File: src/rtl/dram_sequencer_pkg.sv
// dram_sequencer_pkg
//   Shared definitions for the slot-3 DRAM sequencer: default timing
//   parameters, FSM state encoding and a small sizing helper.
package dram_sequencer_pkg;

  localparam int unsigned T_RCD_DEF     = 1;    // row-to-column delay, cycles
  localparam int unsigned T_RP_DEF      = 2;    // precharge, cycles
  localparam int unsigned T_RAS_REF_DEF = 2;    // minimum refresh nras-low, cycles
  localparam int unsigned REF_MAX_DEF   = 128;  // refresh watchdog period (power of 2)
  localparam int unsigned RA_W_DEF      = 7;    // refresh row address width

  typedef enum logic [2:0] {
    ST_IDLE = 3'd0,
    ST_ACT  = 3'd1,
    ST_COL  = 3'd2,
    ST_PRE  = 3'd3,
    ST_RREF = 3'd4,
    ST_RPRE = 3'd5
  } state_e;

  function automatic int unsigned max3(input int unsigned a,
                                       input int unsigned b,
                                       input int unsigned c);
    int unsigned m;
    m = (a > b) ? a : b;
    return (m > c) ? m : c;
  endfunction

endpackage

File: src/rtl/dram_sequencer_if.sv
// dram_sequencer_if
//   Z80-side bus and DRAM strobe bundle for dram_sequencer.
//   master : Z80 / slot decoder side (drives nmreq, nsltsl3, nrfsh)
//   slave  : the sequencer (drives nras, ncas, mux, nwait, ref_force, ref_addr)
//   nmreq, nsltsl3, nrfsh : active-low Z80 request, slot-3 select, refresh
//   nras, ncas            : active-low row/column strobes
//   mux                   : address mux select, 0 = row, 1 = column
//   nwait                 : active-low Z80 wait request
//   ref_force, ref_addr   : array row address override and refresh row
interface dram_sequencer_if
  import dram_sequencer_pkg::*;
#(
  parameter int unsigned RA_W = RA_W_DEF
);

  logic            nmreq;
  logic            nsltsl3;
  logic            nrfsh;
  logic            nras;
  logic            ncas;
  logic            mux;
  logic            nwait;
  logic            ref_force;
  logic [RA_W-1:0] ref_addr;

  modport master (
    output nmreq, nsltsl3, nrfsh,
    input  nras, ncas, mux, nwait, ref_force, ref_addr
  );

  modport slave (
    input  nmreq, nsltsl3, nrfsh,
    output nras, ncas, mux, nwait, ref_force, ref_addr
  );

endinterface

File: src/rtl/dram_sequencer_watchdog.sv
// refresh_watchdog
//   Counts cycles since the last refresh and owns the refresh row counter.
//   nclk     : system clock, rising edge
//   nreset   : asynchronous active-low reset
//   clr      : clear the cycle counter (a refresh is starting)
//   adv      : advance ref_addr by one row (a forced refresh completed)
//   pending  : counter has saturated, a forced refresh is due
//   ref_addr : refresh row address, wraps modulo 2^RA_W
module refresh_watchdog
  import dram_sequencer_pkg::*;
#(
  parameter int unsigned REF_MAX = REF_MAX_DEF,
  parameter int unsigned RA_W    = RA_W_DEF
) (
  input  logic            nclk,
  input  logic            nreset,
  input  logic            clr,
  input  logic            adv,
  output logic            pending,
  output logic [RA_W-1:0] ref_addr
);

  localparam int unsigned     CNT_W   = $clog2(REF_MAX);
  localparam logic [CNT_W-1:0] CNT_TOP = CNT_W'(REF_MAX - 1);

  logic [CNT_W-1:0] cnt_q, cnt_d;
  logic [RA_W-1:0]  addr_q, addr_d;

  always_comb begin
    cnt_d = cnt_q;
    if (clr) begin
      cnt_d = '0;
    end else if (cnt_q != CNT_TOP) begin
      cnt_d = cnt_q + CNT_W'(1);
    end
    addr_d = adv ? (addr_q + RA_W'(1)) : addr_q;
  end

  always_ff @(posedge nclk or negedge nreset) begin
    if (!nreset) begin
      cnt_q  <= '0;
      addr_q <= '0;
    end else begin
      cnt_q  <= cnt_d;
      addr_q <= addr_d;
    end
  end

  assign pending  = (cnt_q == CNT_TOP);
  assign ref_addr = addr_q;

endmodule

File: src/rtl/dram_sequencer.sv
// dram_sequencer
//   RAS/CAS/address-mux sequencer for the slot-3 main-RAM DRAM array.
//   Arbitrates Z80 memory cycles, Z80 refresh cycles and an internally
//   forced refresh when the CPU has not refreshed for REF_MAX cycles.
//   nclk   : system clock, rising edge
//   nreset : asynchronous active-low reset
//   bus    : dram_sequencer_if.slave (Z80 requests in, DRAM strobes out)
//   All outputs are registered; there is no input-to-output combinational path.
module dram_sequencer
  import dram_sequencer_pkg::*;
#(
  parameter int unsigned T_RCD     = T_RCD_DEF,
  parameter int unsigned T_RP      = T_RP_DEF,
  parameter int unsigned T_RAS_REF = T_RAS_REF_DEF,
  parameter int unsigned REF_MAX   = REF_MAX_DEF,
  parameter int unsigned RA_W      = RA_W_DEF
) (
  input  logic          nclk,
  input  logic          nreset,
  dram_sequencer_if.slave bus
);

  localparam int unsigned TMR_W = $clog2(max3(T_RCD, T_RP, T_RAS_REF) + 1);

  // Timer holds "cycles remaining minus one" for the current timed state.
  localparam logic [TMR_W-1:0] LD_RCD = TMR_W'(T_RCD - 1);
  localparam logic [TMR_W-1:0] LD_RP  = TMR_W'(T_RP - 1);
  localparam logic [TMR_W-1:0] LD_RAS = TMR_W'(T_RAS_REF - 1);

  state_e           state_q, state_d;
  logic [TMR_W-1:0] tmr_q, tmr_d;
  logic             nras_q, nras_d;
  logic             ncas_q, ncas_d;
  logic             mux_q, mux_d;
  logic             nwait_q, nwait_d;
  logic             ref_force_q, ref_force_d;

  logic            cpu_req;
  logic            z_ref;
  logic            tmr_done;
  logic            wd_clr;
  logic            wd_adv;
  logic            pending;
  logic [RA_W-1:0] ref_addr;

  assign cpu_req  = !bus.nmreq && !bus.nsltsl3 && bus.nrfsh;
  assign z_ref    = !bus.nmreq && !bus.nrfsh;
  assign tmr_done = (tmr_q == '0);

  refresh_watchdog #(
    .REF_MAX (REF_MAX),
    .RA_W    (RA_W)
  ) u_watchdog (
    .nclk     (nclk),
    .nreset   (nreset),
    .clr      (wd_clr),
    .adv      (wd_adv),
    .pending  (pending),
    .ref_addr (ref_addr)
  );

  always_comb begin
    state_d     = state_q;
    tmr_d       = tmr_q;
    ref_force_d = ref_force_q;
    wd_adv      = 1'b0;

    unique case (state_q)
      ST_IDLE: begin
        // Z80 refresh beats a pending forced refresh; both clear the watchdog.
        if (z_ref) begin
          state_d     = ST_RREF;
          tmr_d       = LD_RAS;
          ref_force_d = 1'b0;
        end else if (pending) begin
          state_d     = ST_RREF;
          tmr_d       = LD_RAS;
          ref_force_d = 1'b1;
        end else if (cpu_req) begin
          state_d = ST_ACT;
          tmr_d   = LD_RCD;
        end
      end
      ST_ACT: begin
        if (tmr_done) state_d = ST_COL;
        else          tmr_d   = tmr_q - TMR_W'(1);
      end
      ST_COL: begin
        // Only nmreq ends the column phase; slot select is ignored here.
        if (bus.nmreq) begin
          state_d = ST_PRE;
          tmr_d   = LD_RP;
        end
      end
      ST_PRE, ST_RPRE: begin
        if (tmr_done) state_d = ST_IDLE;
        else          tmr_d   = tmr_q - TMR_W'(1);
      end
      ST_RREF: begin
        if (!tmr_done) begin
          tmr_d = tmr_q - TMR_W'(1);
        end else if (ref_force_q || bus.nmreq) begin
          state_d     = ST_RPRE;
          tmr_d       = LD_RP;
          wd_adv      = ref_force_q;
          ref_force_d = 1'b0;
        end
      end
      default: begin
        state_d     = ST_IDLE;
        tmr_d       = '0;
        ref_force_d = 1'b0;
      end
    endcase

    wd_clr = (state_d == ST_RREF) && (state_q != ST_RREF);

    // Strobes are decoded from the next state so they change on the same
    // edge as the state register.
    nras_d  = !(state_d inside {ST_ACT, ST_COL, ST_RREF});
    ncas_d  = (state_d != ST_COL);
    mux_d   = (state_d == ST_COL);
    nwait_d = !(cpu_req &&
                ((state_d inside {ST_PRE, ST_RREF, ST_RPRE}) ||
                 ((state_d == ST_IDLE) && pending)));
  end

  always_ff @(posedge nclk or negedge nreset) begin
    if (!nreset) begin
      state_q     <= ST_IDLE;
      tmr_q       <= '0;
      nras_q      <= 1'b1;
      ncas_q      <= 1'b1;
      mux_q       <= 1'b0;
      nwait_q     <= 1'b1;
      ref_force_q <= 1'b0;
    end else begin
      state_q     <= state_d;
      tmr_q       <= tmr_d;
      nras_q      <= nras_d;
      ncas_q      <= ncas_d;
      mux_q       <= mux_d;
      nwait_q     <= nwait_d;
      ref_force_q <= ref_force_d;
    end
  end

  assign bus.nras      = nras_q;
  assign bus.ncas      = ncas_q;
  assign bus.mux       = mux_q;
  assign bus.nwait     = nwait_q;
  assign bus.ref_force = ref_force_q;
  assign bus.ref_addr  = ref_addr;

endmodule
File: src/flat_wrapper.sv
// flat-port wrapper written by rule: the top's interface ports become plain ports
module dram_sequencer_flat import dram_sequencer_pkg::*;
#(
  parameter int unsigned T_RCD     = T_RCD_DEF,
  parameter int unsigned T_RP      = T_RP_DEF,
  parameter int unsigned T_RAS_REF = T_RAS_REF_DEF,
  parameter int unsigned REF_MAX   = REF_MAX_DEF,
  parameter int unsigned RA_W      = RA_W_DEF
)
  (nclk, nreset, bus_nmreq, bus_nsltsl3, bus_nrfsh, bus_nras, bus_ncas, bus_mux, bus_nwait, bus_ref_force, bus_ref_addr);
  dram_sequencer_if #(.RA_W(RA_W)) bus_i ();
  input  logic nclk;
  input  logic nreset;
  input wire logic [$bits(bus_i.nmreq)-1:0] bus_nmreq;
  input wire logic [$bits(bus_i.nsltsl3)-1:0] bus_nsltsl3;
  input wire logic [$bits(bus_i.nrfsh)-1:0] bus_nrfsh;
  output wire logic [$bits(bus_i.nras)-1:0] bus_nras;
  output wire logic [$bits(bus_i.ncas)-1:0] bus_ncas;
  output wire logic [$bits(bus_i.mux)-1:0] bus_mux;
  output wire logic [$bits(bus_i.nwait)-1:0] bus_nwait;
  output wire logic [$bits(bus_i.ref_force)-1:0] bus_ref_force;
  output wire logic [$bits(bus_i.ref_addr)-1:0] bus_ref_addr;
  assign bus_i.nmreq = bus_nmreq;
  assign bus_i.nsltsl3 = bus_nsltsl3;
  assign bus_i.nrfsh = bus_nrfsh;
  assign bus_nras = bus_i.nras;
  assign bus_ncas = bus_i.ncas;
  assign bus_mux = bus_i.mux;
  assign bus_nwait = bus_i.nwait;
  assign bus_ref_force = bus_i.ref_force;
  assign bus_ref_addr = bus_i.ref_addr;
  dram_sequencer #(.T_RCD(T_RCD), .T_RP(T_RP), .T_RAS_REF(T_RAS_REF), .REF_MAX(REF_MAX), .RA_W(RA_W)) u_core (.nclk(nclk), .nreset(nreset), .bus(bus_i));
endmodule
File: config.mk
export PLATFORM = sky130hd
export DESIGN_NAME = dram_sequencer_flat
export DESIGN_NICKNAME = d
export VERILOG_FILES = /design/src/rtl/dram_sequencer_pkg.sv /design/src/rtl/dram_sequencer_if.sv /design/src/rtl/dram_sequencer_watchdog.sv /design/src/rtl/dram_sequencer.sv /design/src/flat_wrapper.sv
export SDC_FILE = /design/constraint.sdc
export NUM_CORES = 1
export LEC_CHECK = 0
export ABC_AREA = 1
export CAP_MARGIN = 5
export CORE_ASPECT_RATIO = 1.25
export CORE_MARGIN = 5
export CORE_UTILIZATION = 49
export DETAILED_ROUTE_END_ITERATION = 16
export GPL_TIMING_DRIVEN = 0
export PLACE_DENSITY = 0.85
export SLEW_MARGIN = 20
export SYNTH_ARGS = -nofsm -noshare
export SYNTH_HDL_FRONTEND = slang
export SYNTH_SLANG_ARGS = --single-unit
export TNS_END_PERCENT = 10
File: constraint.sdc
create_clock -name nclk -period 1.5 [get_ports nclk]
set_clock_uncertainty 0.1 [all_clocks]
set_input_delay 0.15 -clock nclk [delete_from_list [all_inputs] [get_ports nclk]]
set_output_delay 0.15 -clock nclk [all_outputs]
set_load 0.05 [all_outputs]
==> summary.txt <==
status: complete, but fails checks
failing checks: negative setup slack
CP Max Fanout: 8
Main synth FF type: dfrtp_1
diodes inserted: 0
clk buf depth: 2
largest net degree at the start of global routing: 25
VDD IR max: 1.061 mV
WL/cell: 13.95 microns
Root Buffer: clkbuf_4
Leakage: 0.8264 nW
all-layer global routing usage: 0.1448
I/O pins: 17
critical path class: reg2reg
min-delay worst type: in2async
routed vias: 1,165
crit path capture type: flip-flop
layout cell share with drive strength beyond 1: 0.3369
synth top area cells: dfrtp_1 39%, nand2_1 9.6%, inv_1 6.2%, dfstp_2 5.9%, nor2_1 4.8%
Post-Layout Cell Count: 221
CTS buffer count: 3
worst setup path startpoint: u_core.u_watchdog.cnt_q[0]$_DFFE_PN0P_
Cell Rows: 21
antenna violations before repair: 0
Pwr per Cell Area: 1682 nW/um^2
die width: 56.71 microns
RSZ-0062 raised after global routing: yes
Async S/R FF share, synth: 1.000
gpl congestion: 0.8510
crit path DAT: 1740 ps
clock period minus worst slack: 1575 ps
RR Startpoint: u_core.u_watchdog.cnt_q[0]$_DFFE_PN0P_
initial detailed-routing violation count: 32
Synth cell types: 28
max capacitance violation total: 0
die area: 3878 sq um
FF+latch count, synth: 24
Final ANT Viol Nets: 0
Max Freq: 634.9 MHz
TritonCTS clock tree: built
core area: 2654 sq um
vias in the first global route: 1,093
placed cell count: 208
reg2reg path depth: 9
share of the synthesized area in the top cell type: 0.3933
R2R setup slack: -80 ps
DRC viols: 0
H-tree depth: 1
period utilisation layout: 1.050
Mapped Area: 1336 sq um
Syn Area/Cell: 8.457 sq um
port bufs: 16
final worst slack: -75.13 ps
max_slew headroom: 0.6504
# fillers: 214
setup_tns: -206.0 ps
first-pass GRT wire length: 4429 microns
drt total wl: 3082 microns
Reg2Reg Capture Point: u_core.bus.nras$_DFF_PN1_
DRT Pass-1 Iters: 4
Overflow after GRT: 0
Final Hold Vio Count: 0
Worst-path clk slew: 140 ps
crit path launch type: flip-flop
Die H: 68.39 microns
final setup vio count: 5
clock latency on the worst-skew pair: 320 ps
hold slack: 216.0 ps
syn nets: 168
nets@finish: 198
Initial Util: 0.5035
worst slew pin tran: 524.4 ps
Final Power: 0.002946 W
vias per cell: 5.271
register area share after synthesis: 0.4522
crit path to: u_core.bus.nras$_DFF_PN1_
Cells after Synth: 158
synth-to-layout area growth: 31.09%
area leader, netlist: dfrtp_1
Sink Count: 24
YS warnings: 0
Worst EP required: 1660 ps
Post-synth EDFFs: 0
Slew Limit Fails: 0
dpl hpwl: 1965 microns
[cells in the final DEF, fill, tap and decap left out, types with 2 or more instances in the layout]
cell type         n
nand2_1          30
a21oi_1           3
nand3_1           6
xor2_1            3
nor2_2            4
nand3_2           5
inv_1            17
clkbuf_4          3
ha_4              3
inv_4             3
nor2_1           15
ha_1              2
o21ai_0           7
clkdlybuf4s50_1   3
buf_4             8
nor2_4            4
inv_2             4
clkdlybuf4s15_2   9
nand2_2           5
nand4_1           4
xnor2_1           6
dfrtp_1          20
dfstp_2           3
nand2_4           2
[worst max-delay path, cell delays in order, from the launching register on]
cell     delay [ps]
dfrtp_1         470
ha_4            180
inv_1            50
nor2_2          130
nand2_4         120
nand3_2         140
nand2_2          90
nand3_2          70
nand2_1          50
nor2_1          110
[registers in the layout, indices dropped and copies added (netlist names)]
signal,flops
u_core.bus.nwait,1
u_core.u_watchdog.cnt_q,7
u_core.bus.mux,1
u_core.u_watchdog.ref_addr,7
u_core.bus.ref_force,1
u_core.bus.nras,1
u_core.state_q,3
u_core.tmr_q,2
u_core.bus.ncas,1
[repair_timing]
action,4_1_cts,5_1_grt
hold endpoints to repair,0,21
endpoints found under the setup margin,27,23
setup buffers,0,8
cloned,0,0
resized for setup,39,24
hold buffers,0,1
pin swaps,2,9
[synthesized netlist by cell type (3+ instances only)]
| cell type | n |
|---|---|
| a21oi_1 | 4 |
| ha_1 | 5 |
| nand2_2 | 3 |
| o21ai_0 | 7 |
| nand3_1 | 8 |
| nor2_4 | 3 |
| nand2_1 | 34 |
| xnor2_1 | 6 |
| inv_1 | 22 |
| nand4_1 | 4 |
| nor2_2 | 3 |
| xor2_1 | 3 |
| nand3_2 | 3 |
| nor2_1 | 17 |
| dfstp_2 | 3 |
| dfrtp_1 | 21 |
[cell type report]
class                      instances  area, sq um  area share
sequential                        24        605.6      0.3457
inverter                          24        97.59     0.05571
clock buffer                       4        36.28     0.02071
tap                               34        42.54     0.02429
timing repair buffer              25        230.2      0.1314
multi-input combinational        110        739.5      0.4221
[cells by family (layout without fill, tap and decap cells)]
kind of cell / Yosys count / after routing / synth area share
buffers and inverters: 24 / 53 / 0.07022
multiplexers: 1 / 1 / 0.008426
XOR/XNOR: 9 / 9 / 0.05899
AO/OA/AOI/OAI: 16 / 16 / 0.06742
AND/OR/NAND/NOR: 79 / 79 / 0.2959
flip-flops: 24 / 24 / 0.4522
adder cells (fa/ha/maj): 5 / 5 / 0.04682
[report_power, final]
part           internal (W)  switching [W]
Clock              0.000149       0.000203
Sequential         0.000840       0.000173
Combinational      0.000601       0.000981
[worst min path at each step]
| stage | start | endpoint | slack (ps) | cells after the start |
|---|---|---|---|---|
| 2_1_floorplan | nreset | u_core.bus.mux$_DFF_PN0_ | -250 | 0 |
| 3_3_place_gp | u_core.u_watchdog.ref_addr[5]$_DFFE_PN0P_ | u_core.u_watchdog.ref_addr[5]$_DFFE_PN0P_ | 390 | 1 |
| 3_5_place_dp | u_core.u_watchdog.ref_addr[5]$_DFFE_PN0P_ | u_core.u_watchdog.ref_addr[5]$_DFFE_PN0P_ | 400 | 1 |
| 4_1_cts | nreset | u_core.u_watchdog.ref_addr[6]$_DFFE_PN0P_ | 330 | 1 |
| 5_1_grt | nreset | u_core.state_q[0]$_DFF_PN0_ | 270 | 2 |
| 6_report | nreset | u_core.u_watchdog.ref_addr[0]$_DFFE_PN0P_ | 220 | 2 |
[metrics by stage]
step,area [sq um],util,setup WS [ps]
after global placement,1543,0.5813,-258.8
after global routing,1752,0.6601,-160.4
final,1752,0.6601,-75.13
after detailed placement,1543,0.5813,-318.9
after floorplan,1340,-,-8.912
after CTS,1615,0.6087,-93.28
[routing by layer]
metal  vias to the layer above  wire [microns]  global-route usage
met1                       559            1213              0.1576
li1                        557               -                   -
met4                         0              42             0.05045
met2                        44            1670              0.2818
met5                         -               0                   0
met3                         5             155             0.02453
(Power assumes the default switching activity.)
